<file path="src/rtl/crt_clk_pkg.sv">
// Shared types and ratio constants for the CRT clock-enable generator.
package crt_clk_pkg;

  // Decode width is wide enough for any practical CNT_W; users truncate.
  localparam int unsigned DEC_W = 8;

  typedef enum logic [1:0] {
    BPP_NONE = 2'b00,
    BPP_8    = 2'b01,
    BPP_16   = 2'b10,
    BPP_32   = 2'b11
  } bpp_e;

  localparam logic [DEC_W-1:0] RATIO_VGA_M1       = '0;
  localparam logic [DEC_W-1:0] RATIO_8BPP_M1_DEF  = 8'd3;
  localparam logic [DEC_W-1:0] RATIO_16BPP_M1_DEF = 8'd1;
  localparam logic [DEC_W-1:0] RATIO_32BPP_M1     = '0;

  function automatic logic [DEC_W-1:0] ratio_decode(
    input logic             vga_mode,
    input logic [1:0]       bpp,
    input logic [DEC_W-1:0] r8_m1,
    input logic [DEC_W-1:0] r16_m1
  );
    logic [DEC_W-1:0] r;
    if (vga_mode) begin
      r = RATIO_VGA_M1;
    end else begin
      case (bpp_e'(bpp))
        BPP_8:   r = r8_m1;
        BPP_16:  r = r16_m1;
        default: r = RATIO_32BPP_M1;
      endcase
    end
    return r;
  endfunction

endpackage

</file>
<file path="src/rtl/crt_div_decode.sv">
// Combinational requested-ratio selection: software override, then display mode.
module crt_div_decode
  import crt_clk_pkg::*;
#(
  parameter int unsigned CNT_W          = 3,
  parameter int unsigned RATIO_8BPP_M1  = 3,
  parameter int unsigned RATIO_16BPP_M1 = 1
) (
  input  logic             vga_mode,
  input  logic [1:0]       bpp,
  input  logic             div_ovr_en,
  input  logic [CNT_W-1:0] div_ovr_m1,
  output logic [CNT_W-1:0] req_m1
);

  localparam logic [DEC_W-1:0] R8_M1  = DEC_W'(RATIO_8BPP_M1);
  localparam logic [DEC_W-1:0] R16_M1 = DEC_W'(RATIO_16BPP_M1);

  // NOTE: every output of an always_comb gets a default first, so no path can infer a latch.
  always_comb begin
    req_m1 = CNT_W'(ratio_decode(vga_mode, bpp, R8_M1, R16_M1));
    if (div_ovr_en) begin
      req_m1 = div_ovr_m1;
    end
  end

endmodule

</file>
<file path="src/rtl/crt_clk_en_gen.sv">
// CRT clock-enable generator: one-cycle crt_clk pulse every cur_m1+1 pixel clocks,
// with ratio changes deferred to the period boundary.
module crt_clk_en_gen
  import crt_clk_pkg::*;
#(
  parameter int unsigned CNT_W          = 3,
  parameter int unsigned RATIO_8BPP_M1  = 3,
  parameter int unsigned RATIO_16BPP_M1 = 1
) (
  input  logic             pll_clock,
  input  logic             reset_n,
  input  logic             vga_mode,
  input  logic [1:0]       bpp,
  input  logic             div_ovr_en,
  input  logic [CNT_W-1:0] div_ovr_m1,
  input  logic             crt_en,
  input  logic             crt_sync,
  output logic             crt_clk,
  output logic [CNT_W-1:0] crt_phase,
  output logic [CNT_W-1:0] div_cur_m1,
  output logic             div_pending,
  output logic             div_switched
);

  logic [CNT_W-1:0] req_m1;
  logic [CNT_W-1:0] cnt_q, cnt_d;
  logic [CNT_W-1:0] cur_m1_q, cur_m1_d;
  logic             crt_clk_q, crt_clk_d;
  logic             div_switched_q, div_switched_d;

  crt_div_decode #(
    .CNT_W          (CNT_W),
    .RATIO_8BPP_M1  (RATIO_8BPP_M1),
    .RATIO_16BPP_M1 (RATIO_16BPP_M1)
  ) u_decode (
    .vga_mode   (vga_mode),
    .bpp        (bpp),
    .div_ovr_en (div_ovr_en),
    .div_ovr_m1 (div_ovr_m1),
    .req_m1     (req_m1)
  );

  always_comb begin
    cnt_d     = cnt_q + 1'b1;
    cur_m1_d  = cur_m1_q;
    crt_clk_d = 1'b0;
    if (!crt_en) begin
      // Park at the wrap value so the first enabled edge emits a pulse.
      cnt_d    = req_m1;
      cur_m1_d = req_m1;
    end else if (crt_sync || (cnt_q == cur_m1_q)) begin
      cnt_d     = '0;
      crt_clk_d = 1'b1;
      cur_m1_d  = req_m1;
    end
    div_switched_d = (cur_m1_d != cur_m1_q);
  end

  // NOTE: sequential state uses non-blocking assignments so all registers update together.
  always_ff @(posedge pll_clock or negedge reset_n) begin
    if (!reset_n) begin
      cnt_q          <= '0;
      cur_m1_q       <= '0;
      crt_clk_q      <= 1'b0;
      div_switched_q <= 1'b0;
    end else begin
      cnt_q          <= cnt_d;
      cur_m1_q       <= cur_m1_d;
      crt_clk_q      <= crt_clk_d;
      div_switched_q <= div_switched_d;
    end
  end

  assign crt_clk      = crt_clk_q;
  assign crt_phase    = cnt_q;
  assign div_cur_m1   = cur_m1_q;
  assign div_pending  = (req_m1 != cur_m1_q);
  assign div_switched = div_switched_q;

endmodule

</file>
<file path="config.mk">
export PLATFORM = sky130hd
export DESIGN_NAME = crt_clk_en_gen
export DESIGN_NICKNAME = d
export VERILOG_FILES = /design/src/rtl/crt_clk_pkg.sv /design/src/rtl/crt_div_decode.sv /design/src/rtl/crt_clk_en_gen.sv
export SDC_FILE = /design/constraint.sdc
export NUM_CORES = 1
export LEC_CHECK = 0
export CAP_MARGIN = 20
export CORE_AREA = 2 2 39 41
export DETAILED_ROUTE_END_ITERATION = 6
export DIE_AREA = 0 0 41 43
export PLACE_DENSITY_LB_ADDON = 0.1
export SLEW_MARGIN = 20
export SYNTH_ARGS = -nofsm -noshare
export SYNTH_HDL_FRONTEND = slang
export SYNTH_SLANG_ARGS = --single-unit
</file>
<file path="constraint.sdc">
create_clock -name pll_clock -period 2.3 [get_ports pll_clock]
set_input_delay 0.46 -clock pll_clock [delete_from_list [all_inputs] [get_ports pll_clock]]
set_output_delay 0.46 -clock pll_clock [all_outputs]
set_load 0.005 [all_outputs]
</file>
==> metrics.md <==
| Metric | Value |
|---|---|
| Post-synth EDFFs | `0` |
| Worst-path fanout max | `4` |
| Max frequency | `443 MHz` |
| Net Count, Synth | `62` |
| Crit share post-route | `98.2%` |
| WP data required | `2.44 ns` |
| Core area | `0.00138 sq mm` |
| Clk buf depth | `2` |
| Leak | `between 0.0003 and 0.0004 uW` |
| Internal | `336 uW` |
| Startpoint types | `primary input` |
| Worst-path clk slew | `roughly 0.050 ns` |
| # hold bufs at CTS | `0` |
| Worst path slowest cell | `or4_4` |
| Final Setup Violations | `0` |
| Fillers | `~130` |
| Met1 Resource Use GR | `between 20% and 30%` |
| Die span in y | `43 um` |
| Power after layout | `468 uW` |
| Crit. End Element | `register` |
| Worst Reg-to-Reg Cells | `12` |
| Total grt overflow | `0` |
| Synthesized instance count | `49` |
| Max cap viols | `0` |
| Num CTS Buffers | `3` |
| Flop2flop setup slack | `0.13 ns` |
| Layout cells sized above 1 | `33.7%` |
| Total GRT Usage | `16.9%` |
| Final GP Congestion | `slightly above 0.7` |
| Part of the power in registers | `37.1%` |
| Hold crit path type | `in -> async` |
| Hold_ws | `0.480 ns` |
| CP most frequent cell | `buf_4` |
| Rows | `14` |
| YS warnings | `0` |
| Clock Skews | `about 0.0057 ns` |
| Area contributors post-synth | `dfrtp_1 41%, xnor2_1 8.9%, xor2_1 5.4%, ha_1 5.1%, a22o_1 3.6%` |
| Routed WL | `between 1000 and 1500 um` |
| Clock power share | `22.1%` |
| Cells after DPL | `92` |
| Worst Setup Path Type | `in -> reg` |
| Top cells by count, synth | `8 x dfrtp_1, 5 x xnor2_1, 4 x nor2_1` |
| DRT antenna net count | `0` |
| Die area | `0.00176 sq mm` |
| Minimum clock period | `~2.3 ns` |
| Slew margin rel. | `approximately three quarters` |
| DR vias | `about 470` |
| PwrDens | `roughly 560 mW/mm^2` |
| # DRC | `0` |
| CTS tree | `yes` |
| Largest net degree at the start of global routing | `9` |
| Most Crowded Layer GR | `met2` |
| Outcome | `complete, no violations` |
| RSZ-0062 raised after global routing | `false` |
| Area grow syn2layout | `71.9%` |
| Wire per inst | `11.9 um` |
| Final setup TNS | `0 ns` |
| Final slew viol count | `0` |
| Sw Pwr | `132 uW` |
| Vias/cell | `4.59` |
| Syn_area_per_cell | `10.0 sq um` |
| Port bufs | `19` |
| Setup WS pre-CTS | `-0.677 ns` |
| First-pass GRT wire length | `1920 um` |
| Critical-path cell list | `buf_2 -> ha_4 -> or4_4 -> a311oi_2 -> buf_4 -> buf_4 -> buf_4 -> buf_4 -> buf_4 -> buf_4 -> buf_4 -> buf_4 -> nor3_2` |
| Die X | `41 um` |
| GRT met2 Usage | `between 20% and 30%` |
| Post-synthesis sequential area ratio | `40.8%` |
| Synth cell types | `23` |
| Ant diodes | `0` |
| Clk sinks | `8` |
| Initial Utilization | `35.4%` |
| Post-synth top area share | `between 40% and 50%` |
| Clk Latency, worst-skew pair | `0.25 ns` |
| Combinational group share of total power | `40.8%` |
| Worst IR Drop VDD | `about 380 uV` |
| Detailed Routing Iterations Pass 1 | `3` |
| Root Buffer | `clkbuf_4` |
| Worst-Margin Slew | `0.355 ns` |
| Async set-reset flop share out of synthesis | `100%` |
| Final Non-Filler Cells | `102` |
| Fin. Hold Viols | `0` |
| Initial DRC Count | `6` |
| Vias in the first global route | `446` |
| Synth Register Bits | `8` |
| Sw Share | `28.2%` |
| H-tree Lvls | `1` |
| Leading area contributor after synthesis | `dfrtp_1` |
| Worst EP arrival | `~2.4 ns` |
| Biggest cell delay along the critical path | `approximately 0.47 ns` |
| Post-Synthesis Cell Area | `490 sq um` |
| Most numerous cell in the Yosys netlist | `dfrtp_1` |
| Setup slack after layout | `0.0411 ns` |
| # nets final | `approximately 100` |
| Top-Level Pins | `20` |
| Predominant post-synthesis flop cell | `dfrtp_1` |
| Initial antenna violation count | `0` |
| Hpwl dp | `between 800 and 900 um` |
| GR Util met3 | `10.5%` |
## cell usage in the layout (no fill, tap or decap), types with 2 or more instances in the layout
| master | Yosys | layout |
|---|---|---|
| a22o_1 | 2 | 2 |
| nor3_1 | 3 | 2 |
| clkbuf_4 | 0 | 3 |
| dfrtp_1 | 8 | 8 |
| a21oi_1 | 2 | 2 |
| clkdlybuf4s50_1 | 0 | 15 |
| inv_2 | 1 | 2 |
| o22ai_1 | 2 | 2 |
| xor2_1 | 3 | 3 |
| nor2b_1 | 2 | 2 |
| nor2_1 | 4 | 4 |
| buf_2 | 1 | 3 |
| nand2_1 | 3 | 3 |
| buf_4 | 0 | 16 |
| xnor2_1 | 5 | 5 |
## power by group through the flow
stage | sequential (uW) | clock, uW | combinational, uW
after floorplan | 178 | 0 | 73.1
after global placement | 176 | 0 | 170
after detailed placement | 176 | 0 | 171
after CTS | 174 | 110 | 189
after global routing | 177 | 121 | 209
final | 174 | 104 | 191
## kinds of logic after synthesis
kind of cell    after synthesis  share of synthesized area, %
compound gates               10                          16.3
xor+xnor                      8                          14.3
fa+ha+maj                     2                          5.10
buf+inv                       4                          3.32
flops                         8                          40.8
mux                           2                          4.34
simple gates                 15                          15.8
## path summary, 6_finish.rpt
path | startpoint | to
setup / recovery | bpp[0] | div_switched$_DFF_PN0_
hold / removal | reset_n | crt_phase[1]$_DFF_PN0_
setup reg to reg | div_cur_m1[1]$_DFF_PN0_ | div_switched$_DFF_PN0_
hold reg to reg | div_cur_m1[0]$_DFF_PN0_ | div_cur_m1[0]$_DFF_PN0_
max in group asynchronous | reset_n | div_cur_m1[1]$_DFF_PN0_
min in group pll_clock | div_cur_m1[0]$_DFF_PN0_ | div_cur_m1[0]$_DFF_PN0_
## flip-flops by register name, indices dropped and copies added, names as in the netlist
name,count
crt_phase,3
div_cur_m1,3
div_switched,1
crt_clk,1
## layout make-up
| type | count | area [sq um] | area share (%) |
|---|---|---|---|
| Tap cell | 16 | 20.0 | 2.37 |
| Timing Repair Buffer | 35 | 298 | 35.3 |
| Sequential cell | 8 | 200 | 23.7 |
| Inverter | 3 | 11.3 | 1.34 |
| Multi-Input combinational cell | 37 | 292 | 34.6 |
| Clock buffer | 3 | 22.5 | 2.67 |
## per-layer routing
metal | vias to the layer above | share of wire [%]
met2 | 16 | 51
met3 | 0 | 7.3
li1 | 248 | -
met4 | 0 | 0
met1 | 204 | 41
met5 | - | 0
## what timing repair did
action / in CTS / in global routing
setup buffers: 7 / 0
setup endpoints to repair: 1 / 2
endpoints found under the hold margin: 0 / 0
gates resized for setup: 13 / 3
pin swaps: 4 / 4
## worst max-delay path: cells and delay by family
family	cells	cell delay, ns
AO/OA/AOI/OAI	1	0.29
adder cells (fa/ha/maj)	1	0.24
buffers and inverters	9	0.90
AND/OR/NAND/NOR	2	0.51
## through the flow
stage	cell area (sq um)	utilization, %
after floorplan	490	-
after detailed placement	763	55.2
after global placement	763	55.2
after CTS	842	60.8
after global routing	843	60.9
final	843	60.9
Note: power is estimated with default switching activity, not from simulation.
